<file path="src/rtl/ifu_pkg.sv">
// +----------------------------------------------------------------------+
// | ifu_pkg : shared types for the instruction-fetch sequencer            |
// | rev 1.0                                                               |
// +----------------------------------------------------------------------+
`default_nettype none

package ifu_pkg;

    localparam int IFU_WORD_BYTES = 4;

    typedef enum logic [1:0] {
        IDLE = 2'd0,
        WAIT = 2'd1,
        DROP = 2'd2
    } ifu_state_t;

    typedef struct packed {
        logic [31:0] pc_next;
        logic [31:0] inst;
    } fetch_entry_t;

endpackage

`default_nettype wire

</file>
<file path="src/rtl/ifu_prefetch_queue.sv">
// +----------------------------------------------------------------------+
// | ifu_prefetch_queue : synchronous FIFO of fetched words, flush first   |
// | rev 1.0                                                               |
// +----------------------------------------------------------------------+
`default_nettype none

module ifu_prefetch_queue
    import ifu_pkg::*;
#(
    parameter int DEPTH = 4
) (
    input  logic                     clk,
    input  logic                     rst,
    input  logic                     push,
    input  fetch_entry_t             push_data,
    input  logic                     pop,
    input  logic                     flush,
    output fetch_entry_t             head,
    output logic [$clog2(DEPTH):0]   count,
    output logic                     full,
    output logic                     empty
);

    localparam int PW = $clog2(DEPTH);

    fetch_entry_t    r_mem [DEPTH];
    logic [PW-1:0]   r_wr_ptr;
    logic [PW-1:0]   r_rd_ptr;
    logic [PW:0]     r_count;
    logic            w_push_ok;
    logic            w_pop_ok;

    assign empty     = (r_count == '0);
    assign full      = (r_count == (PW+1)'(DEPTH));
    assign w_pop_ok  = pop && !empty;
    // A full queue can still accept a word when the head leaves in the same cycle.
    assign w_push_ok = push && (!full || w_pop_ok);
    assign head      = r_mem[r_rd_ptr];
    assign count     = r_count;

    always_ff @(posedge clk) begin
        if (rst || flush) begin
            r_wr_ptr <= '0;
            r_rd_ptr <= '0;
            r_count  <= '0;
        end else begin
            if (w_push_ok) begin
                r_mem[r_wr_ptr] <= push_data;
                r_wr_ptr        <= r_wr_ptr + PW'(1);
            end
            if (w_pop_ok) begin
                r_rd_ptr <= r_rd_ptr + PW'(1);
            end
            case ({w_push_ok, w_pop_ok})
                2'b10:   r_count <= r_count + (PW+1)'(1);
                2'b01:   r_count <= r_count - (PW+1)'(1);
                default: r_count <= r_count;
            endcase
        end
    end

endmodule

`default_nettype wire

</file>
<file path="src/rtl/ifu_fetch_sequencer.sv">
// +----------------------------------------------------------------------+
// | ifu_fetch_sequencer : IF-stage PC owner, fetch handshake, prefetch Q  |
// | optional macro IFU_STATS_EN adds stat_fetched / stat_dropped  rev 1.0 |
// +----------------------------------------------------------------------+
`default_nettype none

module ifu_fetch_sequencer
    import ifu_pkg::*;
#(
    parameter logic [31:0] RESET_PC    = 32'd0,
    parameter int          QUEUE_DEPTH = 4
) (
    input  logic        clk,
    input  logic        rst,
    input  logic        freeze,
    input  logic        branch_taken,
    input  logic [31:0] branch_address,
    output logic        mem_req,
    output logic [31:0] mem_addr,
    input  logic        mem_ready,
    input  logic [31:0] mem_rdata,
    output logic        inst_valid,
    output logic [31:0] instruction,
`ifdef IFU_STATS_EN
    output logic [31:0] stat_fetched,
    output logic [31:0] stat_dropped,
`endif
    output logic [31:0] pc
);

    localparam int             CW        = $clog2(QUEUE_DEPTH) + 1;
    localparam logic [CW-1:0]  C_DEPTH   = CW'(QUEUE_DEPTH);
    localparam logic [31:0]    C_ALIGN   = ~32'(IFU_WORD_BYTES - 1);
    localparam logic [31:0]    C_RST_PC  = RESET_PC & C_ALIGN;

    ifu_state_t     r_state;
    logic [31:0]    r_fetch_pc;
    logic [31:0]    r_drop_addr;

    fetch_entry_t   w_head;
    fetch_entry_t   w_push_data;
    logic [CW-1:0]  w_count;
    logic [CW-1:0]  w_count_next;
    logic           w_full;
    logic           w_empty;
    logic           w_issue;
    logic           w_accept;
    logic           w_pop;

    // A redirect suppresses a fresh issue so no old-stream request starts that cycle.
    assign w_issue      = (r_state == IDLE) && !w_full && !branch_taken;
    assign mem_req      = !rst && (w_issue || (r_state == WAIT) || (r_state == DROP));
    assign mem_addr     = (r_state == DROP) ? r_drop_addr : r_fetch_pc;
    assign w_accept     = mem_req && mem_ready && (r_state != DROP) && !branch_taken;
    assign w_pop        = !w_empty && !freeze;
    assign w_count_next = w_count + CW'(w_accept) - CW'(w_pop);
    assign w_push_data  = '{pc_next: r_fetch_pc + 32'(IFU_WORD_BYTES), inst: mem_rdata};

    ifu_prefetch_queue #(
        .DEPTH     (QUEUE_DEPTH)
    ) u_queue (
        .clk       (clk),
        .rst       (rst),
        .push      (w_accept),
        .push_data (w_push_data),
        .pop       (w_pop),
        .flush     (branch_taken),
        .head      (w_head),
        .count     (w_count),
        .full      (w_full),
        .empty     (w_empty)
    );

    always_ff @(posedge clk) begin
        if (rst) begin
            r_state     <= IDLE;
            r_fetch_pc  <= C_RST_PC;
            r_drop_addr <= C_RST_PC;
        end else if (branch_taken) begin
            r_fetch_pc <= branch_address & C_ALIGN;
            if (mem_req && !mem_ready) begin
                r_state     <= DROP;
                r_drop_addr <= mem_addr;
            end else begin
                r_state <= IDLE;
            end
        end else begin
            case (r_state)
                IDLE, WAIT: begin
                    if (w_accept) begin
                        r_fetch_pc <= r_fetch_pc + 32'(IFU_WORD_BYTES);
                        r_state    <= (w_count_next == C_DEPTH) ? IDLE : WAIT;
                    end else if (w_issue) begin
                        r_state <= WAIT;
                    end
                end
                DROP: begin
                    if (mem_ready) begin
                        r_state <= IDLE;
                    end
                end
                default: r_state <= IDLE;
            endcase
        end
    end

    assign inst_valid  = !w_empty;
    assign instruction = w_empty ? 32'd0 : w_head.inst;
    assign pc          = w_empty ? 32'd0 : w_head.pc_next;

`ifdef IFU_STATS_EN
    logic [31:0] r_stat_fetched;
    logic [31:0] r_stat_dropped;
    logic [CW:0] w_drop_inc;
    logic [32:0] w_drop_sum;

    // Dropped words: flushed queue entries plus any word returning for a dead stream.
    assign w_drop_inc = (branch_taken ? {1'b0, w_count} : '0)
                      + (CW+1)'(mem_req && mem_ready && (branch_taken || (r_state == DROP)));
    assign w_drop_sum = {1'b0, r_stat_dropped} + 33'(w_drop_inc);

    always_ff @(posedge clk) begin
        if (rst) begin
            r_stat_fetched <= '0;
            r_stat_dropped <= '0;
        end else begin
            if (w_accept && (r_stat_fetched != '1)) begin
                r_stat_fetched <= r_stat_fetched + 32'd1;
            end
            r_stat_dropped <= w_drop_sum[32] ? '1 : w_drop_sum[31:0];
        end
    end

    assign stat_fetched = r_stat_fetched;
    assign stat_dropped = r_stat_dropped;
`endif

endmodule

`default_nettype wire

</file>
<file path="config.mk">
export PLATFORM = sky130hd
export DESIGN_NAME = ifu_fetch_sequencer
export DESIGN_NICKNAME = d
export VERILOG_FILES = /design/src/rtl/ifu_pkg.sv /design/src/rtl/ifu_prefetch_queue.sv /design/src/rtl/ifu_fetch_sequencer.sv
export SDC_FILE = /design/constraint.sdc
export NUM_CORES = 1
export LEC_CHECK = 0
export ABC_AREA = 1
export CORE_MARGIN = 2
export CORE_UTILIZATION = 30
export CTS_CLUSTER_SIZE = 25
export DETAILED_ROUTE_END_ITERATION = 8
export GPL_TIMING_DRIVEN = 0
export PLACE_DENSITY = 0.52
export SLEW_MARGIN = 5
export SYNTH_ARGS = -nofsm -noshare
export SYNTH_HDL_FRONTEND = slang
export SYNTH_SLANG_ARGS = --single-unit
</file>
<file path="constraint.sdc">
create_clock -name clk -period 5.48 [get_ports clk]
set_input_delay 0.822 -clock clk [delete_from_list [all_inputs] [get_ports clk]]
set_output_delay 0.822 -clock clk [all_outputs]
set_load 0.01 [all_outputs]
</file>
==> key figures <==
Cells and area
  • Layout cells sized above 1: 0.08566
  • Area grow syn2layout: 26.72%
  • Antenna cells: 0
  • # nets final: around 1800
  • Final core utilization: 0.3851

Yosys
  • FF+latch count, synth: between 300 and 400
  • Top cells by count, synth: 338 x nor2_1, 261 x nand2_1, 248 x edfxtp_1
  • Synth Area in XOR/XNOR: 0.005572
  • Synth Area in Compound Gates: 0.1086
  • Synth area leader: edfxtp_1
  • Synth Warn #: 0
  • Largest family of logic cells by synthesized area: simple AND/OR/NAND/NOR gates
  • Post-synthesis mux area share: 0.001592
  • Fraction of registers with async set/reset: 0
  • Sequential area share after synthesis: 0.6297
  • Synthesized area: around 14000 um^2
  • Cell with the most instances after synthesis: nor2_1
  • Synth Area in Adders: 0.009905
  • Post-synth top area share: 0.5264
  • Simple logic cell fraction of the synthesized area: 0.1975
  • Distinct cells, synth: 32
  • Number of enable flip-flop cells after synthesis: about 250
  • Synth Flop Type: edfxtp_1
  • Dominant cells by area after synthesis: edfxtp_1 53%, dfxtp_1 10%, nor2_1 9.0%
  • Post-Syn Area per Cell: 9.546 um^2
  • Cells after synthesis: 1482

Route
  • # DRC: 0
  • 1st-iter DRT viols: 692
  • DR vias/cell: approximately 4.7
  • Per-cell routed wire length: ~18 um
  • Antenna Nets Post-Route: 0
  • Final wirelength: ~42000 um
  • Pre-Repair DR Iteration Count: 9
  • Via count: 10919

Floorplanning
  • Top Ports: between 150 and 200
  • Core area: between 40000 and 50000 um^2
  • DIE WIDTH: between 200 and 250 um
  • Initial Util: 0.3039
  • Die Ht: about 220 um
  • Row Count: just under 80
  • Die area: 48910 um^2

Clock tree
  • Clk_lat worst skew: about 0.55 ns
  • # hold bufs at CTS: 0
  • Post-cts sizing count: 0
  • Post-CTS Repair Setup Buffers: 0
  • CTS Sinks: 321
  • Clk slew on worst S/H paths: 0.06 ns
  • Clock root buffer master: clkbuf_16
  • CTS max path bufs: 3
  • Number of CTS-inserted buffers: 37
  • H-Tree Depth: 2
  • CTS tree: done

Global route
  • Initial antenna violation count: 0
  • Vias in the first global route: between 10000 and 15000
  • First-pass GRT wire length: about 64000 um
  • Largest net degree at the start of global routing: 28
  • GRT Util Overall: 0.1711
  • GR Overflow Total: 0

Setup path
  • Critical Path AT: 3.41 ns
  • Worst-path fanout max: 10
  • Data required, critical path: approximately 4.7 ns
  • Critical path launch point type: flop
  • Crit path capture type: output pin
  • Critical path type: reg2out

Timing
  • Final setup viols: 0
  • Worst-Margin Slew: around 0.84 ns
  • Fin crit share: 0.7732
  • Final Skew: between 0.01 and 0.015 ns
  • F_max: ~240 MHz
  • Hold WS: ~0.45 ns
  • Final min period: 4.237 ns
  • Final Hold Fails: 0
  • RSZ-0062 raised after global routing: false
  • Worst-case headroom to the max-slew limit: 0.4356
  • Final Slew Violations: 0

Power
  • Leak pwr: 0.006144 uW
  • VDD IR-drop max: around 180 uV
  • Power Total: about 5500 uW
  • PD cells: between 300 and 400 nW/um^2

Placement
  • Port Buffers: 160
  • Gpl congestion: roughly 0.88
  • Final HPWL DP: approximately 29000 um

Run status
  • Status: finished clean

Run
  • Max Cap Viol: 0

Hold path
  • Hold Path Class: reg2reg
placed cells by master, fill, tap and decap left out, types with 4 or more instances in the layout:
| cell type | netlist | final |
|---|---|---|
| xor2_1 | 6 | 6 |
| nand2_1 | 261 | 261 |
| buf_12 | 2 | 7 |
| and2_1 | 4 | 4 |
| inv_1 | 74 | 74 |
| nor2_1 | 338 | 334 |
| buf_4 | 5 | 5 |
| buf_1 | 13 | 13 |
| ha_1 | 8 | 8 |
| clkbuf_16 | 0 | 39 |
| a21oi_1 | 97 | 97 |
| clkdlybuf4s50_1 | 0 | 160 |
| dfxtp_1 | 73 | 73 |
| o21ai_0 | 175 | 175 |
| a21oi_2 | 20 | 20 |
| nor2_2 | 5 | 5 |
| nand3_1 | 41 | 41 |
| edfxtp_1 | 248 | 248 |
| inv_2 | 9 | 9 |
| clkbuf_1 | 48 | 57 |
| nand2_2 | 26 | 26 |
| clkinv_1 | 0 | 6 |
| nor2_4 | 2 | 6 |
| buf_2 | 8 | 8 |
sequential cells by signal, summed over array words and instances, names as in the netlist, named ones only:
register	flops
u_queue.count	3
u_queue.r_rd_ptr	2
r_drop_addr	32
u_queue.r_wr_ptr	2
u_queue.r_mem	248
r_state	2
r_fetch_pc	30
kinds of logic after synthesis:
kind of cell | count (synthesis)
DFF | 321
AOI/OAI and AO/OA | 292
other | 1
xor gates and xnor gates | 9
and+or+nand+nor | 687
buffers and inverters | 160
adders and majority gates | 10
muxes | 2
metal layers:
metal,vias up,wire length [um],global-route usage
met5,-,0,0
met4,0,844,0.04027
met3,55,2347,0.03373
met2,315,19770,0.2822
met1,5181,19300,0.2317
li1,5368,-,-
worst max-delay path, cell delays in order, from the launching register on:
cell and delay [ns]:
dfxtp_1 0.29, buf_2 0.20, inv_2 0.15, clkbuf_1 0.52, clkbuf_1 0.47, o21ai_0 0.18
a21oi_1 0.42, clkdlybuf4s50_1 0.64
power breakdown:
| part | internal (uW) | leakage (uW) | switching [uW] | total [uW] |
|---|---|---|---|---|
| combinational | 152 | 0.00276 | 228 | 380 |
| sequential | 2650 | 0.00281 | 25.6 | 2680 |
| clock | 1450 | 0.000580 | 1020 | 2480 |
| total | 4260 | 0.00614 | 1270 | 5530 |
through the flow:
step / area [um^2] / setup TNS [ns] / setup WS [ns] / cells
global route: 17930 / 0 / 1.009 / 2323
CTS: 17930 / 0 / 1.200 / 2323
finish: 17930 / 0 / 1.243 / 2323
floorplan: 14150 / 0 / 0.7259 / 1483
global placement: 16510 / -480.54 / -2.010 / 2250
detailed placement: 16720 / 0 / 1.815 / 2258
area by class of cell:
class / count / area [um^2]
fillers: 4667 / 28630
flip-flops and latches: 321 / 8909
multi-input cells: 1002 / 4609
repair buffers: 168 / 1784
clock buffers: 48 / 1010
well taps: 607 / 759.5
plain buffers: 76 / 346.6
inverters: 84 / 316.6
clock inverters: 17 / 192.7
final timing paths:
kind | startpoint | to | slack [ns] | cells after the start
min | r_drop_addr[3] | r_drop_addr[3] | 0.45 | 2
max | flop | pc[16] | 1.24 | 7
max reg2reg | r_state[1] | r_state[0] | 2.55 | 17
min reg2reg | r_drop_addr[3] | r_drop_addr[3] | 0.45 | 2
Note: power is estimated with default switching activity, not from simulation.
